### src/rtl/leaf_cluster_if.sv
// Cluster of NUM_LEAF BFT leaf channels: per-channel ingress FIFO and egress resend register.
// Optional drop counters are built when LEAF_CLUSTER_DROP_CNT_EN is defined.
module leaf_cluster_if #(
    parameter int                  NUM_LEAF   = 4,
    parameter int                  PKT_W      = 49,
    parameter int                  FIFO_DEPTH = 4,
    parameter logic [NUM_LEAF-1:0] LEAF_MASK  = 4'b0111,
    parameter int                  CNT_W      = 16
) (
    input  logic                          clk_400,
    input  logic                          reset_400,
    input  logic [NUM_LEAF*PKT_W-1:0]     din_leaf_bft2interface,
    output logic [NUM_LEAF*PKT_W-1:0]     dout_leaf_interface2bft,
    input  logic [NUM_LEAF-1:0]           resend,
    input  logic [NUM_LEAF-1:0]           ap_start,
    output logic [NUM_LEAF*(PKT_W-1)-1:0] rx_data,
    output logic [NUM_LEAF-1:0]           rx_valid,
    input  logic [NUM_LEAF-1:0]           rx_ready,
    input  logic [NUM_LEAF*(PKT_W-1)-1:0] tx_data,
    input  logic [NUM_LEAF-1:0]           tx_valid,
    output logic [NUM_LEAF-1:0]           tx_ready,
    output logic [NUM_LEAF*CNT_W-1:0]     drop_cnt
);

    localparam int PAY_W = PKT_W - 1;
    localparam int PTR_W = $clog2(FIFO_DEPTH);
    localparam int OCC_W = PTR_W + 1;

`ifdef LEAF_CLUSTER_DROP_CNT_EN
    function automatic logic [CNT_W-1:0] sat_inc(input logic [CNT_W-1:0] v);
        return (&v) ? v : v + 1'b1;
    endfunction
`endif

    for (genvar g = 0; g < NUM_LEAF; g++) begin : g_ch
`ifdef LEAF_CLUSTER_DROP_CNT_EN
        logic w_drop;
`endif
        if (LEAF_MASK[g]) begin : g_pop
            typedef enum logic [1:0] {IDLE, SEND, HOLD} state_t;

            logic [PAY_W-1:0] r_mem [FIFO_DEPTH];
            logic [PTR_W-1:0] r_wr_ptr;
            logic [PTR_W-1:0] r_rd_ptr;
            logic [OCC_W-1:0] r_occ;
            state_t           r_state;
            logic [PKT_W-1:0] r_out_q;
            logic             w_push;
            logic             w_pop;
            logic             w_full;
            logic             w_wr;
            logic             w_out_vld;

            assign w_push = din_leaf_bft2interface[g*PKT_W + PKT_W-1];
            assign w_full = (r_occ == OCC_W'(FIFO_DEPTH));
            assign w_pop  = (r_occ != '0) & rx_ready[g];
            // A pop in the same cycle frees the slot, so a push into a full FIFO is kept.
            assign w_wr   = w_push & (~w_full | w_pop);

            always_ff @(posedge clk_400 or negedge reset_400) begin
                if (!reset_400) begin
                    r_wr_ptr <= '0;
                    r_rd_ptr <= '0;
                    r_occ    <= '0;
                end else begin
                    if (w_wr)  r_wr_ptr <= r_wr_ptr + 1'b1;
                    if (w_pop) r_rd_ptr <= r_rd_ptr + 1'b1;
                    r_occ <= r_occ + OCC_W'(w_wr) - OCC_W'(w_pop);
                end
            end

            always_ff @(posedge clk_400) begin
                if (w_wr) r_mem[r_wr_ptr] <= din_leaf_bft2interface[g*PKT_W +: PAY_W];
            end

            assign rx_valid[g]               = (r_occ != '0);
            assign rx_data[g*PAY_W +: PAY_W] = r_mem[r_rd_ptr];

            assign w_out_vld   = (r_state != IDLE);
            assign tx_ready[g] = reset_400 & ap_start[g] & ~(w_out_vld & resend[g]);

            // Egress: resend of a live packet wins over new data, otherwise fall back to idle.
            always_ff @(posedge clk_400 or negedge reset_400) begin
                if (!reset_400) begin
                    r_state <= IDLE;
                    r_out_q <= '0;
                end else if (w_out_vld && resend[g]) begin
                    r_state <= HOLD;
                end else if (tx_valid[g] && tx_ready[g]) begin
                    r_state <= SEND;
                    r_out_q <= {1'b1, tx_data[g*PAY_W +: PAY_W]};
                end else begin
                    r_state <= IDLE;
                    r_out_q <= '0;
                end
            end

            assign dout_leaf_interface2bft[g*PKT_W +: PKT_W] = r_out_q;
`ifdef LEAF_CLUSTER_DROP_CNT_EN
            assign w_drop = w_push & w_full & ~w_pop;
`endif
        end else begin : g_stub
            logic w_unused_stub;

            assign dout_leaf_interface2bft[g*PKT_W +: PKT_W] = '0;
            assign rx_data[g*PAY_W +: PAY_W] = '0;
            assign rx_valid[g] = 1'b0;
            assign tx_ready[g] = 1'b0;
            assign w_unused_stub = ^{din_leaf_bft2interface[g*PKT_W +: PKT_W], resend[g],
                                     ap_start[g], rx_ready[g], tx_valid[g],
                                     tx_data[g*PAY_W +: PAY_W]};
`ifdef LEAF_CLUSTER_DROP_CNT_EN
            assign w_drop = din_leaf_bft2interface[g*PKT_W + PKT_W-1];
`endif
        end

`ifdef LEAF_CLUSTER_DROP_CNT_EN
        logic [CNT_W-1:0] r_drop_cnt;

        always_ff @(posedge clk_400 or negedge reset_400) begin
            if (!reset_400)  r_drop_cnt <= '0;
            else if (w_drop) r_drop_cnt <= sat_inc(r_drop_cnt);
        end

        assign drop_cnt[g*CNT_W +: CNT_W] = r_drop_cnt;
`endif
    end

`ifndef LEAF_CLUSTER_DROP_CNT_EN
    assign drop_cnt = '0;
`endif

endmodule

### config.mk
export PLATFORM = sky130hd
export DESIGN_NAME = leaf_cluster_if
export DESIGN_NICKNAME = d
export VERILOG_FILES = /design/src/rtl/leaf_cluster_if.sv
export SDC_FILE = /design/constraint.sdc
export NUM_CORES = 1
export LEC_CHECK = 0
export ABC_AREA = 1
export CORE_AREA = 2 2 333 335
export DETAILED_ROUTE_END_ITERATION = 6
export DIE_AREA = 0 0 335 337
export GPL_TIMING_DRIVEN = 0
export SYNTH_ARGS = -nofsm -noshare
export SYNTH_HDL_FRONTEND = slang
export SYNTH_SLANG_ARGS = --single-unit
export TNS_END_PERCENT = 1
### constraint.sdc
create_clock -name clk_400 -period 5.6 [get_ports clk_400]
set_input_delay 0.84 -clock clk_400 [delete_from_list [all_inputs] [get_ports clk_400]]
set_output_delay 0.84 -clock clk_400 [all_outputs]
set_load 0.02 [all_outputs]
==> impl_metrics.py <==
metrics = {
    "worst_setup_path": {
        "end_kind": "output pin",
        "path_class": "register to output pin",
        "crit_fanout": 10,
        "worstPathRequired_ps": 4760,
        "cp-endpoint": "rx_data[121]",
        "reg2reg_depth": 9,
        "worstReg2RegEnd": "g_ch[2].g_pop.r_occ[2]$_DFF_PN0_",
        "cp.arrival_ps": 3100,
        "timing.reg2reg.setup_slack_ps": 3250,
        "critPathLaunchType": "register",
        "reg2reg_from": "g_ch[2].g_pop.r_occ[1]$_DFF_PN0_",
        "critPathLaunch": "g_ch[2].g_pop.r_rd_ptr[1]$_DFFE_PN0N_",
    },
    "timing": {
        "fin_crit_ps": 3940,
        "final-setup-viol-count": 0,
        "min_period_over_period_pct": 70.4,
        "rsz0062_at_grt": "false",
        "slew_headroom_pct": 40.6,
        "drv_slew": 0,
        "fmax_mhz": 254,
        "whs_ps": 182,
        "fin_setup_tns_ps": 0,
        "finClkSkew_ps": 12.8,
        "hold_viol": 0,
        "worst_pin_slew_ps": 889,
    },
    "logic_synthesis": {
        "synthSimpleGateAreaFrac_pct": 13.0,
        "yosys_warnings": 0,
        "synthXorXnorAreaFrac_pct": 0.115,
        "syn_avg_cell_area_um2": 12.0,
        "synth_top_family_by_area": "simple AND/OR/NAND/NOR gates",
        "synth_cell_types": 22,
        "synth-seq-area-share_pct": 71.0,
        "synth_seq_cells": 750,
        "synth_cells": 2535,
        "netlist_area_um2": 30500,
        "synthMuxAreaShare_pct": 0,
        "synth-compound-area-share_pct": 7.19,
        "yosys.area_share.adder_pct": 0.935,
    },
    "route": {
        "dr.pass1.iters": 4,
        "dr.max_layer_used": "met5",
        "drtIter0Drc": 1595,
        "dr_wl_met3_mm": 5.59,
        "drcViolationCount": 0,
        "antenna_left": 0,
        "vias": 21500,
        "routed_wl_mm": 97.1,
        "viasPerCell": 4.38,
        "wl_met1_mm": 39.2,
        "wl_met2_mm": 48.4,
        "wl_per_cell_um": 19.7,
    },
    "cts": {
        "post_cts_buffers": 0,
        "clock_latency_ps": 650,
        "cts_hold_buf": 0,
        "cts_root_buffer": "clkbuf_16",
        "path_clk_slew_ps": 60,
        "htree_levels": 3,
        "clockBufferDepth": 3,
        "numCtsBuffers": 85,
        "post_cts_resized": 0,
        "cts_num_sinks": 750,
        "cts_tree": "built",
    },
    "floorplanning": {
        "rows": 122,
        "io_pins": 866,
        "die_w_um": 335,
        "start_util_pct": 27.8,
        "die_h_um": 337,
        "core_area_um2": 110000,
        "dieArea_um2": 113000,
    },
    "min_path": {
        "hp-class": "primary input to async pin",
    },
    "placed_design": {
        "gp_congestion": 0.881,
        "dp_hpwl_mm": 71.7,
        "placed_area_um2": 39400,
        "io_buffers": 598,
    },
    "grt": {
        "antenna_found_initial": 38,
        "grt_start_max_net_pins": 101,
        "grt_pass1_vias": 20300,
        "overflow": 0,
        "grt_pass1_wl_mm": 137,
        "grt_usage_pct": 16.5,
    },
    "pwr": {
        "power_leakage_nw": 16.7,
        "peakVddDrop_uv": 294,
        "p_per_area_nw_per_um2": 490,
        "total_power_mw": 20.8,
    },
    "final_layout": {
        "area_delta_synth_final_pct": 39.0,
        "nNetsFinal": 3830,
        "drive_gt1_share_pct": 13.1,
        "fin_area_um2": 42400,
        "utilization_pct": 38.7,
    },
    "job": {
        "max-cap-violations": 0,
    },
    "run_status": {
        "status": "finished clean",
    },
}
-- Yosys cell counts --
cell      instances  area, µm²
buf_2            59        295
buf_4           179       1340
buf_6            30        338
clkbuf_1         40        150
clkbuf_2          8       40.0
conb_1            1       3.75
dfrtp_1         174       4350
edfxtp_1        576      17300
fa_1              3       60.1
ha_1             18        225
inv_1            39        146
inv_2             9       33.8
inv_4             3       18.8
nand2_1         346       1300
nand3_1          15       75.1
nand4_1         144        901
nor2_1          451       1690
o21ai_0         157        786
o21ai_1         276       1380
o21ai_2           3       26.3
xnor2_1           3       26.3
xor2_1            1       8.76
-- how the worst min path moves through the flow --
stage                                                     start                               endpoint  cells after the start
after global placement    g_ch[2].g_pop.r_out_q[22]$_DFFE_PN0N_  g_ch[2].g_pop.r_out_q[22]$_DFFE_PN0N_                      2
after CTS                                             reset_400  g_ch[0].g_pop.r_out_q[10]$_DFFE_PN0N_                      1
after floorplan                g_ch[0].g_pop.r_occ[0]$_DFF_PN0_       g_ch[0].g_pop.r_occ[0]$_DFF_PN0_                      1
after detailed placement  g_ch[0].g_pop.r_out_q[31]$_DFFE_PN0N_  g_ch[0].g_pop.r_out_q[31]$_DFFE_PN0N_                      2
final                                                 reset_400   g_ch[0].g_pop.r_out_q[8]$_DFFE_PN0N_                      1
after global routing                                  reset_400  g_ch[0].g_pop.r_out_q[10]$_DFFE_PN0N_                      1
-- layer usage --
| layer | vias to the layer above | GRT usage, % |
|---|---|---|
| li1 | 10300 | - |
| met1 | 10400 | 20.1 |
| met5 | - | 0 |
| met4 | 6 | 8.45 |
| met3 | 181 | 3.19 |
| met2 | 690 | 27.7 |
-- per-stage QoR --
step / std cells / worst slack, ps
CTS: 4900 / 1550
detailed placement: 4742 / 1820
global route: 4918 / 1440
finish: 4920 / 1660
global placement: 4721 / -5380
floorplan: 2697 / 2000
-- logic make-up after synthesis --
logic type,Yosys count
XOR/XNOR,4
flip-flops,750
buffers and inverters,367
AO/OA/AOI/OAI,436
adder cells (fa/ha/maj),21
other,1
AND/OR/NAND/NOR,956
-- area by class of cell --
| class | count | area [µm²] |
|---|---|---|
| clock inverters | 56 | 696 |
| plain buffers | 316 | 2170 |
| well taps | 1426 | 1780 |
| flip-flops and latches | 750 | 21700 |
| diodes | 20 | 50.0 |
| clock buffers | 102 | 2210 |
| inverters | 51 | 199 |
| fillers | 10500 | 67200 |
| repair buffers | 619 | 6460 |
| multi-input cells | 1580 | 7180 |
-- cells in the final DEF (no fill, tap or decap), types with 3 or more instances in the layout --
cell and n:
bufinv_16 13, clkbuf_2 8, clkbuf_1 55, buf_12 15, buf_4 179, inv_4 3
inv_6 4, o21ai_2 3, clkinv_1 14, buf_16 6, ha_1 18, nand4_1 144
buf_6 30, conb_1 163, fa_1 3, edfxtp_1 576, buf_2 59, o21ai_0 157
clkinvlp_4 6, xnor2_1 3, o21ai_1 276, clkdlybuf4s50_1 597, nor2_1 439, diode_2 20
clkinv_2 12, inv_1 39, nor2_4 12, nand3_1 15, inv_2 9, clkinv_4 3
nand2_1 346, dfrtp_1 174, clkbuf_16 85
-- registers in the layout, summed over array words and instances (netlist names) --
register and cells:
g_ch.g_pop.r_wr_ptr 6, g_ch.g_pop.r_occ 9, g_ch.g_pop.r_rd_ptr 6, g_ch.g_pop.r_state 6
g_ch.g_pop.r_mem 576, g_ch.g_pop.r_out_q 147
-- worst max-delay path, cell delays in order (launching register included) --
cell	delay [ps]
dfrtp_1	410
inv_2	170
clkbuf_1	660
o21ai_0	250
o21ai_1	210
clkdlybuf4s50_1	740
-- power breakdown --
group	leakage (nW)	internal (mW)	switching [mW]	total (mW)
clock	1.40	3.45	2.31	5.75
sequential	7.63	6.93	0.212	7.14
combinational	7.63	2.94	4.94	7.89
total	16.7	13.3	7.46	20.8
No activity file was read; power rests on OpenSTA's default activity.
